**src/rtl/round_controller.sv**
```systemverilog
// Fight round sequencer: countdown, round timer, KO/timeout detection, result hold.
// Optional BEST_OF_THREE_EN adds per-player round-win counters and multi-round play.
module round_controller #(
    parameter int TICK_DIV      = 100_000_000,
    parameter int ROUND_SEC     = 60,
    parameter int COUNTDOWN_SEC = 3,
    parameter int RESULT_SEC    = 5
) (
    input  logic       clk,
    input  logic       rst_n,
    input  logic       start_btn,
    input  logic [6:0] p1_hp,
    input  logic [6:0] p2_hp,
    output logic [1:0] game_state,
    output logic       fight_en,
    output logic [6:0] timer_sec,
`ifdef BEST_OF_THREE_EN
    output logic [1:0] p1_wins,
    output logic [1:0] p2_wins,
`endif
    output logic [1:0] countdown
);

    localparam int CW = (TICK_DIV > 1) ? $clog2(TICK_DIV) : 1;
    localparam logic [CW-1:0] TICK_LAST = CW'(TICK_DIV - 1);
    localparam logic [6:0] ROUND_V = 7'(ROUND_SEC);
    localparam logic [1:0] CD_V = 2'(COUNTDOWN_SEC);
    localparam logic [3:0] RES_LAST = 4'(RESULT_SEC - 1);

    typedef enum logic [2:0] {
        S_IDLE,
        S_COUNT,
        S_FIGHT,
        S_P1,
        S_P2,
        S_DRAW
    } state_t;

    state_t state;
    state_t state_nx;

    logic [CW-1:0] tick_cnt;
    logic          tick;
    logic [3:0]    res_cnt;
    logic          start_q;
    logic          armed;
    logic          start_rise;
    logic          res_done;
    logic          entering;
    logic [1:0]    gs_nx;
    logic          fe_nx;

    assign tick       = (tick_cnt == TICK_LAST);
    assign res_done   = tick && (res_cnt == RES_LAST);
    assign entering   = (state_nx != state);
    // armed blocks a button that was already high when reset released
    assign start_rise = start_btn && !start_q && armed;

    always_ff @(posedge clk or negedge rst_n) begin
        if (!rst_n) begin
            state      <= S_IDLE;
            game_state <= 2'b11;
            fight_en   <= 1'b0;
        end else begin
            state      <= state_nx;
            game_state <= gs_nx;
            fight_en   <= fe_nx;
        end
    end

    always_comb begin
        state_nx = state;
        unique case (state)
            S_IDLE: begin
                if (start_rise) state_nx = S_COUNT;
            end
            S_COUNT: begin
                if (tick && countdown == 2'd1) state_nx = S_FIGHT;
            end
            S_FIGHT: begin
                if (p1_hp == 7'd0 && p2_hp == 7'd0) state_nx = S_DRAW;
                else if (p2_hp == 7'd0) state_nx = S_P1;
                else if (p1_hp == 7'd0) state_nx = S_P2;
                else if (tick && timer_sec == 7'd1) begin
                    if (p1_hp > p2_hp) state_nx = S_P1;
                    else if (p2_hp > p1_hp) state_nx = S_P2;
                    else state_nx = S_DRAW;
                end
            end
            S_P1, S_P2, S_DRAW: begin
`ifdef BEST_OF_THREE_EN
                if (res_done) begin
                    if (p1_wins == 2'd2 || p2_wins == 2'd2) state_nx = S_IDLE;
                    else state_nx = S_COUNT;
                end
`else
                if (res_done) state_nx = S_IDLE;
`endif
            end
            default: state_nx = S_IDLE;
        endcase
    end

    always_comb begin
        gs_nx = 2'b11;
        fe_nx = 1'b0;
        unique case (state_nx)
            S_FIGHT: begin
                gs_nx = 2'b00;
                fe_nx = 1'b1;
            end
            S_P1:    gs_nx = 2'b01;
            S_P2:    gs_nx = 2'b10;
            default: gs_nx = 2'b11;
        endcase
    end

    always_ff @(posedge clk or negedge rst_n) begin
        if (!rst_n) begin
            tick_cnt  <= '0;
            res_cnt   <= '0;
            start_q   <= 1'b0;
            armed     <= 1'b0;
            timer_sec <= ROUND_V;
            countdown <= 2'd0;
        end else begin
            start_q <= start_btn;
            armed   <= armed | ~start_btn;

            if (state == S_IDLE || entering) tick_cnt <= '0;
            else if (tick) tick_cnt <= '0;
            else tick_cnt <= tick_cnt + 1'b1;

            if (entering && state_nx == S_COUNT) begin
                countdown <= CD_V;
                timer_sec <= ROUND_V;
            end else begin
                if (state == S_COUNT && tick && countdown != 2'd0)
                    countdown <= countdown - 2'd1;
                if (state == S_FIGHT && tick && timer_sec != 7'd0)
                    timer_sec <= timer_sec - 7'd1;
            end

            if (entering) res_cnt <= '0;
            else if (tick) res_cnt <= res_cnt + 4'd1;
        end
    end

`ifdef BEST_OF_THREE_EN
    always_ff @(posedge clk or negedge rst_n) begin
        if (!rst_n) begin
            p1_wins <= 2'd0;
            p2_wins <= 2'd0;
        end else if (state == S_IDLE && state_nx == S_COUNT) begin
            p1_wins <= 2'd0;
            p2_wins <= 2'd0;
        end else if (state == S_FIGHT && state_nx == S_P1) begin
            p1_wins <= p1_wins + 2'd1;
        end else if (state == S_FIGHT && state_nx == S_P2) begin
            p2_wins <= p2_wins + 2'd1;
        end
    end
`endif

endmodule
```
**config.mk**
```make
export PLATFORM = sky130hd
export DESIGN_NAME = round_controller
export DESIGN_NICKNAME = d
export VERILOG_FILES = /design/src/rtl/round_controller.sv
export SDC_FILE = /design/constraint.sdc
export NUM_CORES = 1
export LEC_CHECK = 0
export CAP_MARGIN = 30
export CORE_ASPECT_RATIO = 0.5
export CORE_MARGIN = 1
export CORE_UTILIZATION = 30
export DETAILED_ROUTE_END_ITERATION = 7
export GPL_ROUTABILITY_DRIVEN = 0
export GPL_TIMING_DRIVEN = 1
export PLACE_DENSITY_LB_ADDON = 0.15
export SETUP_SLACK_MARGIN = 0.5
export SYNTH_ARGS = -nofsm -noshare
export SYNTH_HDL_FRONTEND = slang
export SYNTH_SLANG_ARGS = --single-unit
```
**constraint.sdc**
```tcl
create_clock -name clk -period 4.55 [get_ports clk]
set_clock_uncertainty 0.05 [all_clocks]
set_input_delay 0.6825 -clock clk [delete_from_list [all_inputs] [get_ports clk]]
set_output_delay 0.6825 -clock clk [all_outputs]
set_load 0.05 [all_outputs]
```
; ---- Yosys cells after proc, flatten, opt, wreduce, memory -nomap -nowiden
; Index checks and enable logic that the tools add are counted.
; W data, S select, Z words.
[classes]
addsub = 4
n_lt_le_gt_ge = 2
eq_ne = 14
mux = 20
bitwise_logic = 2
reduce_logical = 22
[op_table]
columns = op, count
row1 = $mux W27, 2
row2 = $add A27 B1 Y27 const B, 1
row3 = $eq A27 B27 Y1 const B, 1
row4 = $mux W3, 8
row5 = $gt A7 B7 Y1, 2
row6 = $logic_not A7 Y1, 2
row7 = $mux W7, 2
row8 = $eq A3 B2 Y1 const B, 4
row9 = $pmux W3 S4, 1
row10 = $logic_and A1 B1 Y1, 11
row11 = $eq A3 B3 Y1 const B, 3
row12 = $mux W4, 2
row13 = $reduce_bool A2 Y1, 4
row14 = $eq A7 B1 Y1 const B, 1
row15 = $reduce_bool A7 Y1, 1
row16 = $sub A7 B1 Y7 const B, 1
row17 = $eq A3 B1 Y1 const B, 2
row18 = $pmux W2 S3, 1
row19 = $add A4 B1 Y4 const B, 1
row20 = $eq A4 B3 Y1 const B, 1
row21 = $mux W2, 2
row22 = $logic_not A3 Y1, 1
row23 = $ne A3 B3 Y1, 1
row24 = $reduce_or A3 Y1, 1
row25 = 7 further kinds, 8
[totals]
reg_bits = 48
in_bits = 17
output_inout_bits = 12

; ---- Longest topological paths before layout
; Gate-level depths: netlist of run 1.
[depth]
depth_word = 11
mapped_depth = 9
ltp_nobuf = 8

; ---- Worst setup path after synthesis of run 1
; Ideal clock, no wire load.
[synth_timing]
path_kind = input to register
from = input p1_hp[4]
to = register tick_cnt[10]
arrival_ns = 2.286
t_required_ns = 4.399
slack_ns = 2.113
stages = 9
path_buffers = 1
path_cell_list = inv_1 > ha_1 > a211oi_1 > nor2_1 > or3_1 > a31oi_1 > o22ai_1 > buf_2 > nor4_1
[synth_between]
elab_chain_len = 11
[synth_lines]
columns = element, line_no
row1 = from (decl), 12  ; input logic [6:0] p1_hp,
row2 = $gt A7 B7 Y1, 86  ; else if (p2_hp > p1_hp) state_nx = S_P2;
row3 = $mux W1, 86
row4 = $mux W3, 85  ; if (p1_hp > p2_hp) state_nx = S_P1;
row5 = $mux W3, 84  ; else if (tick && timer_sec == 7'd1) begin
row6 = $mux W3, 83  ; else if (p1_hp == 7'd0) state_nx = S_P2;
row7 = $mux W3, 82  ; else if (p2_hp == 7'd0) state_nx = S_P1;
row8 = $mux W3 (*), 81  ; if (p1_hp == 7'd0 && p2_hp == 7'd0) state_nx = S_DRAW;
row9 = $pmux W3 S4 (*), 73  ; unique case (state)
row10 = $ne A3 B3 Y1 (*), 55  ; assign entering = (state_nx != state);
row11 = $logic_or A1 B1 Y1 (*), 130  ; if (state == S_IDLE || entering) tick_cnt <= '0;
row12 = $mux W27 (*), 130
row13 = to (signal assigned), 132  ; else tick_cnt <= tick_cnt + 1'b1;
row14 = to (decl), 42  ; logic [CW-1:0] tick_cnt;
; Mark *: on every way between the ends. The rest lies on a longest branch, timed or not.
; A chain may end at the register's enable or synchronous reset.

; ---- Worst setup path in the final report of run 1
[layout_timing]
from = register tick_cnt[0]
to = register tick_cnt[4]
[layout_between]
elab_chain_len = 10
[layout_lines]
columns = element, line_no
row1 = $eq A27 B27 Y1, 53  ; assign tick = (tick_cnt == TICK_LAST);
row2 = $logic_and A1 B1 Y1, 84
row3 = $mux W3, 84
row4 = $mux W3, 83
row5 = $mux W3, 82
row6 = $mux W3, 81
row7 = $pmux W3 S4, 73
row8 = $ne A3 B3 Y1, 55
row9 = $logic_or A1 B1 Y1, 130
row10 = $mux W27 (*), 130
; Marks and branches as above.

==> summary.md, run 1 <==
| Metric | Value |
|---|---|
| Worst hold slack after final layout | `437.5 ps` |
| DRT iter0 DRCs | `109` |
| Critical Path Source Type | `flip-flop` |
| Footprint of the multi-input gates | `1660 sq um` |
| H-tree levels | `2` |
| Critical path fanouts, max | `31` |
| Diode count | `0` |
| Power density over cell area | `241.1 nW/um^2` |
| Wire length per cell after detailed routing | `14.01 um` |
| Netlist Area Pre-Place | `3013 sq um` |
| Core region area | `9603 sq um` |
| Site Rows | `25` |
| Unrepaired setup endpoints after global routing | `false` |
| Cell family with the largest share of critical-path delay | `simple AND/OR/NAND/NOR gates` |
| Clock input transition at the sequential cells of the worst setup and hold paths | `70 ps` |
| Post-synthesis share of cell area spent on and, or, nand and nor gates | `0.3123` |
| Filler cells | `971` |
| Headroom to the max-slew limit | `0.4239` |
| Number of global-route vias before repair | `2478` |
| Buffer type at the clock tree root | `clkbuf_16` |
| Setup slack on the worst flop-to-flop path | `1650 ps` |
| Design area | `3593 sq um` |
| Quantity of hold-fixing buffers added after cts | `0` |
| Post-synthesis instance total | `332` |
| Worst vdd ir | `0.0001253 V` |
| Net count, final | `391` |
| Endpoints failing setup | `0` |
| Post-placement cell area | `3437 sq um` |
| Post-DP HPWL | `4958 um` |
| Top-level I/O count | `29` |
| Total routing resource utilization after global routing | `0.1472` |
| DIE WIDTH | `143.7 um` |
| Worst setup EP type | `flip-flop` |
| Power share of the sequential group | `0.493` |
| Share of layout cells above drive strength 1 | `0.09167` |
| Logic gate share of total power | `0.048` |
| Longest Clk Path Bufs | `2` |
| Vias | `2464` |
| Final max-slew violation count | `0` |
| Number of sinks handled by clock tree synthesis | `48` |
| Fraction of the yosys area taken by sequential cells | `0.4012` |
| Final Hold Viols | `0` |
| Maximum number of pins on one net before global-route repair | `49` |
| Sw Ratio | `0.2131` |
| Adder-cell area share of the yosys netlist | `0.06229` |
| Nets in the synthesized netlist | `364` |
| Total leakage power | `1.556 nW` |
| Transition at the pin with the smallest max-transition slack | `857.7 ps` |
| Sequential standard cell area | `1209 sq um` |
| Synthesis-stage register bit count | `48` |
| Total negative slack for setup checks | `0 ps` |
| Share of cell area taken by muxes after synthesis | `0.007060` |
| Commonest cells after routing, fill and taps aside | `nand2_1, dfrtp_1, nor2_1, clkdlybuf4s50_1, inv_1` |
| Total number of cells along the worst setup path | `8` |
| Max-cap check violation count | `0` |
| Post-CTS repair timing setup buffer count | `0` |
| TritonCTS clock tree | `done` |
| Count of yosys warnings during synthesis | `0` |
| Logic depth of the worst register-to-register path | `8` |
| Number of cells upsized or downsized after cts | `0` |
| Post-Synthesis Mean Instance Area | `9.075 sq um` |
| Detailed-route vias per instance | `4.978` |
| Data required, critical path | `4650 ps` |
| Antenna violations before repair | `0` |
| Predominant post-synthesis flop cell | `dfrtp_1` |
| Cells traversed along the worst timing path | `ha_1 > and4_1 > nand2_1 > nor4_4 > a31oi_1 > o22ai_2 > buf_4 > nor4_1` |
| Wire length of the first global-routing pass | `11920 um` |
| Endpoint arrival time on the critical path | `3010 ps` |
| Initial standard-cell utilization of the core | `0.3137` |
| P_sw | `0.1846 mW` |
| Internal power | `0.6817 mW` |
| DIE AREA | `10470 sq um` |
| Overall overflow remaining after global route | `0` |
| Antenna-violating nets left | `0` |
| Critical path destination | `tick_cnt[4]$_DFF_PN0_` |
| Die height | `72.86 um` |
| Worst Setup Slack post-DPL | `1365 ps` |
| CP peak stage delay | `740 ps` |
| Routed wire length | `6935 um` |
| Clock period minus worst slack | `2904 ps` |
| Number of distinct library cells after synthesis | `53` |
| Capturing point of the worst reg2reg path | `tick_cnt[4]$_DFF_PN0_` |
| Combinational family with the most area after synthesis | `simple AND/OR/NAND/NOR gates` |
| Layout Area Growth over Synthesis | `19.27%` |
| DRC violation count after routing | `0` |
| Origin of the critical flop-to-flop path | `tick_cnt[0]$_DFF_PN0_` |
| Min-Delay Path Class | `in2async` |
| Latest clock arrival within the worst-skew pair | `290 ps` |
| Final Worst Setup Slack | `1646 ps` |
| Number of enable-type register cells in the synthesized netlist | `0` |
| Count of buffers inserted at the top-level ports | `28` |
| Crit path buf inv count | `1` |
| Max Clk Rate | `0.3443 GHz` |
| Final Util | `0.3742` |
| Result of the run | `completed` |
| Setup crit start | `tick_cnt[0]$_DFF_PN0_` |
| Complex-gate fraction of the synthesized area | `0.06603` |
| Number of buffers created by CTS | `5` |
| Highest-delay cell along the critical path | `nor4_4` |
| Async SR Flop Fraction | `1.000` |
| DR pass1 iterations | `4` |
| Worst Setup Path Type | `reg2reg` |
| Share of the synthesized netlist area taken by xor and xnor gates | `0.1013` |
| Portion of the clock cycle consumed by the worst path in the final layout | `0.6383` |
| Part of the power in the clock network | `0.459` |
-- power groups by stage --
stage	combinational, mW	clock, mW	sequential (mW)
floorplan	0.0133	0	0.435
global placement	0.0412	0	0.435
detailed placement	0.0422	0	0.435
CTS	0.0425	0.411	0.427
global route	0.0478	0.428	0.427
finish	0.0413	0.398	0.427
-- state kept, by name, summed over array words and instances (netlist names), 2 cells and up --
| register | count |
|---|---|
| tick_cnt | 27 |
| timer_sec | 7 |
| res_cnt | 4 |
| state | 3 |
| countdown | 2 |
| game_state | 2 |
-- kinds of logic after synthesis --
| logic type | after synthesis |
|---|---|
| XOR/XNOR | 34 |
| multiplexers | 2 |
| adder cells (fa/ha/maj) | 15 |
| flip-flops | 48 |
| buffers and inverters | 36 |
| AND/OR/NAND/NOR | 167 |
| AO/OA/AOI/OAI | 30 |
-- per-layer routing --
| metal | vias to the layer above | GRT usage | wire (um) |
|---|---|---|---|
| met2 | 44 | 0.2352 | 3039 |
| met5 | - | 0 | 0 |
| met4 | 0 | 0.04492 | 91 |
| met3 | 13 | 0.03740 | 247 |
| li1 | 1217 | - | - |
| met1 | 1190 | 0.1968 | 3557 |
-- final cells by class --
type | count | area share
Tap cell | 135 | 0.04701
Timing Repair Buffer | 32 | 0.08600
Clock buffer | 8 | 0.04352
Inverter | 24 | 0.02507
Sequential cell | 48 | 0.3364
Multi-Input combinational cell | 248 | 0.4620
-- stage by stage --
step	total power [mW]	std cells
floorplan	0.4487	332
global placement	0.4765	486
detailed placement	0.4776	487
CTS	0.8810	495
global route	0.9031	495
finish	0.8663	495
-- worst min path at each step --
stage,start,cells after the start,endpoint,slack [ps]
6_report,rst_n,2,countdown[1]$_DFFE_PN0P_,440
3_5_place_dp,armed$_DFF_PN0_,1,armed$_DFF_PN0_,420
3_3_place_gp,armed$_DFF_PN0_,1,armed$_DFF_PN0_,420
4_1_cts,tick_cnt[0]$_DFF_PN0_,1,tick_cnt[0]$_DFF_PN0_,440
5_1_grt,tick_cnt[0]$_DFF_PN0_,1,tick_cnt[0]$_DFF_PN0_,470
2_1_floorplan,rst_n,0,armed$_DFF_PN0_,340
-- cells in the mapped netlist (all sizes together) (6+ instances only) --
master / number / area [sq um]
nor3: 14 / 75.07
dfstp: 6 / 157.7
dfrtp: 42 / 1051
xor2: 20 / 175.2
xnor2: 14 / 130.1
nand3: 14 / 75.07
nand4: 10 / 68.81
a21oi: 9 / 45.04
buf: 8 / 45.04
or3: 7 / 48.80
nand2: 42 / 157.7
inv: 24 / 90.09
nor3b: 8 / 60.06
nor4: 16 / 121.4
ha: 15 / 187.7
nor2: 29 / 108.9
-- worst reg2reg max path, stage by stage, from the launching register on --
cell and delay [ps]:
dfrtp_1 390, ha_1 220, and4_1 330, nand2_1 150, nor4_4 740, a31oi_1 230, o22ai_2 190, buf_4 360
nor4_1 100
(Power assumes the default switching activity.)
==> inputs of run 2 (changes only) <==
==> constraint.sdc (replaced) <==
create_clock -name clk -period 3 [get_ports clk]
set_clock_uncertainty 0.05 [all_clocks]
set_input_delay 0.45 -clock clk [delete_from_list [all_inputs] [get_ports clk]]
set_output_delay 0.45 -clock clk [all_outputs]
set_load 0.05 [all_outputs]
==> run 2 against run 1 <==
Total power up 47%. Final area grew 9.8%. Wire length increased by 9.2%. Non-clock buffer count increased by 10. Register-to-register slack got worse by 1000 ps. Critical endpoint is now tick_cnt[11]$_DFF_PN0_. Cell count rose by 1.8%.
==> summary.md, run 2 (synthesis results as in run 1) <==
| Metric | Value |
|---|---|
| Clock input transition at the sequential cells of the worst setup and hold paths | `70 ps (about the same)` |
| Cell family with the largest share of critical-path delay | `buffers and inverters` |
| Overall overflow remaining after global route | `0 (unchanged)` |
| Count of buffers inserted at the top-level ports | `28 (unchanged)` |
| Result of the run | `completed` |
| P_sw | `0.2824 mW (+53%)` |
| Latest clock arrival within the worst-skew pair | `290 ps (about the same)` |
| Worst vdd ir | `0.0001967 V (+57%)` |
| Worst Setup Slack post-DPL | `101.7 ps (-1263 ps)` |
| Portion of the clock cycle consumed by the worst path in the final layout | `0.8180` |
| Internal power | `0.9900 mW (+45%)` |
| Antenna violations before repair | `0 (unchanged)` |
| Transition at the pin with the smallest max-transition slack | `508.1 ps (-349.6 ps)` |
| Diode count | `0 (unchanged)` |
| Crit path buf inv count | `4 (+3)` |
| Largest registers | `tick_cnt: 27 flops, timer_sec: 7 flops, res_cnt: 4 flops` |
| Part of the power in the clock network | `0.430 (-0.029)` |
| Most flops, register | `tick_cnt` |
| Power density over cell area | `322.4 nW/um^2 (+34%)` |
| Vias | `2554 (+3.7%)` |
| Core region area | `9603 sq um (unchanged)` |
| Post-DP HPWL | `5101 um (+2.9%)` |
| Critical path fanouts, max | `8 (-74%)` |
| H-tree levels | `2 (unchanged)` |
| Final max-slew violation count | `0 (unchanged)` |
| Endpoint arrival time on the critical path | `2600 ps (-410 ps)` |
| Layout Area Growth over Synthesis | `30.98%` |
| Wire length per cell after detailed routing | `15.02 um (+7.2%)` |
| Top-level I/O count | `29 (unchanged)` |
| Die height | `72.86 um (unchanged)` |
| Max Clk Rate | `0.4075 GHz` |
| TritonCTS clock tree | `done` |
| Detailed-route vias per instance | `5.067 (+1.8%)` |
| Highest-delay cell along the critical path | `clkdlybuf4s50_1` |
| Cells traversed along the worst timing path | `clkdlybuf4s50_1 > inv_1 > ha_1 > nand4_1 > a21oi_2 > or3_4 > a31oi_4 > o22ai_2 > buf_6 > clkbuf_16 > nor4_2` |
| Wire length of the first global-routing pass | `12340 um (+3.5%)` |
| Net count, final | `401 (+2.6%)` |
| CP peak stage delay | `470 ps (-270 ps)` |
| Number of global-route vias before repair | `2549 (+2.9%)` |
| Routed wire length | `7572 um (+9.2%)` |
| Logic gate share of total power | `0.061 (+0.013)` |
| DIE WIDTH | `143.7 um (unchanged)` |
| Data required, critical path | `3150 ps (-1500 ps)` |
| Initial standard-cell utilization of the core | `0.3137 (unchanged)` |
| DR pass1 iterations | `4 (unchanged)` |
| Number of sinks handled by clock tree synthesis | `48 (unchanged)` |
| Min-Delay Path Class | `reg2reg` |
| Antenna-violating nets left | `0 (unchanged)` |
| DRT iter0 DRCs | `121 (+11%)` |
| Share of layout cells above drive strength 1 | `0.1897 (+0.09804)` |
| Buffer type at the clock tree root | `clkbuf_16` |
| Final Hold Viols | `0 (unchanged)` |
| Maximum number of pins on one net before global-route repair | `39 (-20%)` |
| Headroom to the max-slew limit | `0.6602 (+0.2363)` |
| Total negative slack for setup checks | `0 ps (unchanged)` |
| DRC violation count after routing | `0 (unchanged)` |
| Total leakage power | `1.713 nW (+10%)` |
| Critical Path Source Type | `input port` |
| Sw Ratio | `0.2219 (+0.008838)` |
| Number of buffers created by CTS | `5 (unchanged)` |
| Max-cap check violation count | `0 (unchanged)` |
| Worst setup EP type | `flip-flop` |
| Number of standard cells in the final layout excluding fillers | `504 (+1.8%)` |
| Clock period minus worst slack | `2454 ps` |
| Final Worst Setup Slack | `546.1 ps (-1100 ps)` |
| Total routing resource utilization after global routing | `0.1523 (+0.005127)` |
| Worst Setup Path Type | `in2reg` |
| Power share of the sequential group | `0.510 (+0.017)` |
| Endpoints failing setup | `0 (unchanged)` |
| Commonest cells after routing, fill and taps aside | `nand2_1, dfrtp_1, nor2_1, inv_1, clkdlybuf4s50_1` |
| DIE AREA | `10470 sq um (unchanged)` |
| Longest Clk Path Bufs | `2 (unchanged)` |
| Unrepaired setup endpoints after global routing | `false` |
| Cell Count Post-Placement | `488 (+0.21%)` |
| Flip-flop count of the largest register after layout | `27 (unchanged)` |
| Site Rows | `25 (unchanged)` |
run 2: stage by stage:
| step | instance area [sq um] | util | power (mW) | hold WS (ps) |
|---|---|---|---|---|
| global placement | 3446 | 0.3588 | 0.7215 | 417.3 |
| CTS | 3652 | 0.3803 | 1.280 | 443.0 |
| detailed placement | 3466 | 0.3609 | 0.7257 | 296.5 |
| global route | 3946 | 0.4109 | 1.322 | 463.0 |
| finish | 3946 | 0.4109 | 1.272 | 439.8 |
| floorplan | 3013 | - | 0.6805 | 104.4 |
run 2: path summary, 6_finish.rpt:
path | start | end | slack (ps) | depth (start not counted)
setup / recovery | p1_hp[3] | tick_cnt[11]$_DFF_PN0_ | 550 | 11
hold / removal | armed$_DFF_PN0_ | armed$_DFF_PN0_ | 440 | 1
setup reg to reg | tick_cnt[11]$_DFF_PN0_ | countdown[0]$_DFFE_PN0P_ | 640 | 6
hold reg to reg | armed$_DFF_PN0_ | armed$_DFF_PN0_ | 440 | 1
max in group asynchronous | rst_n | game_state[0]$_DFF_PN1_ | 1830 | 3
min in group asynchronous | rst_n | timer_sec[1]$_DFFE_PN0P_ | 510 | 2
run 2: worst register-to-register path, delay by kind of cell, from the launching register on:
kind,cells,cell delay (ps)
xor gates and xnor gates,1,130
DFF,1,450
and+or+nand+nor,5,1620
run 2: metal layers:
layer,track usage,vias to the layer above,share of wire
li1,-,1239,-
met5,0,-,0
met2,0.2546,34,0.47
met3,0.03478,10,0.030
met4,0.04374,0,0.011
met1,0.1988,1271,0.49
run 2: repair_timing:
item / in CTS / in global routing
hold buffers: 1 / 0
setup endpoints to repair: 30 / 34
pin swaps: 1 / 10
hold endpoints to repair: 6 / 0
gates resized for setup: 5 / 39
gates cloned: 0 / 2
setup buffers: 1 / 5
run 2: cell type report:
type,count,area [sq um]
timing repair buffer,42,459.2
tap,135,168.9
inverter,24,90.09
multi-input combinational,248,1882
clock inverter,2,12.51
clock buffer,5,125.1
sequential,48,1209
fill,969,5657
run 2: power by group through the flow:
| stage | Sequential (mW) | Clock (mW) | Combinational [mW] |
|---|---|---|---|
| 3_3_place_gp | 0.660 | 0 | 0.0613 |
| 6_report | 0.648 | 0.547 | 0.0772 |
| 3_5_place_dp | 0.660 | 0 | 0.0655 |
| 2_1_floorplan | 0.660 | 0 | 0.0202 |
| 5_1_grt | 0.648 | 0.587 | 0.0871 |
| 4_1_cts | 0.648 | 0.562 | 0.0698 |
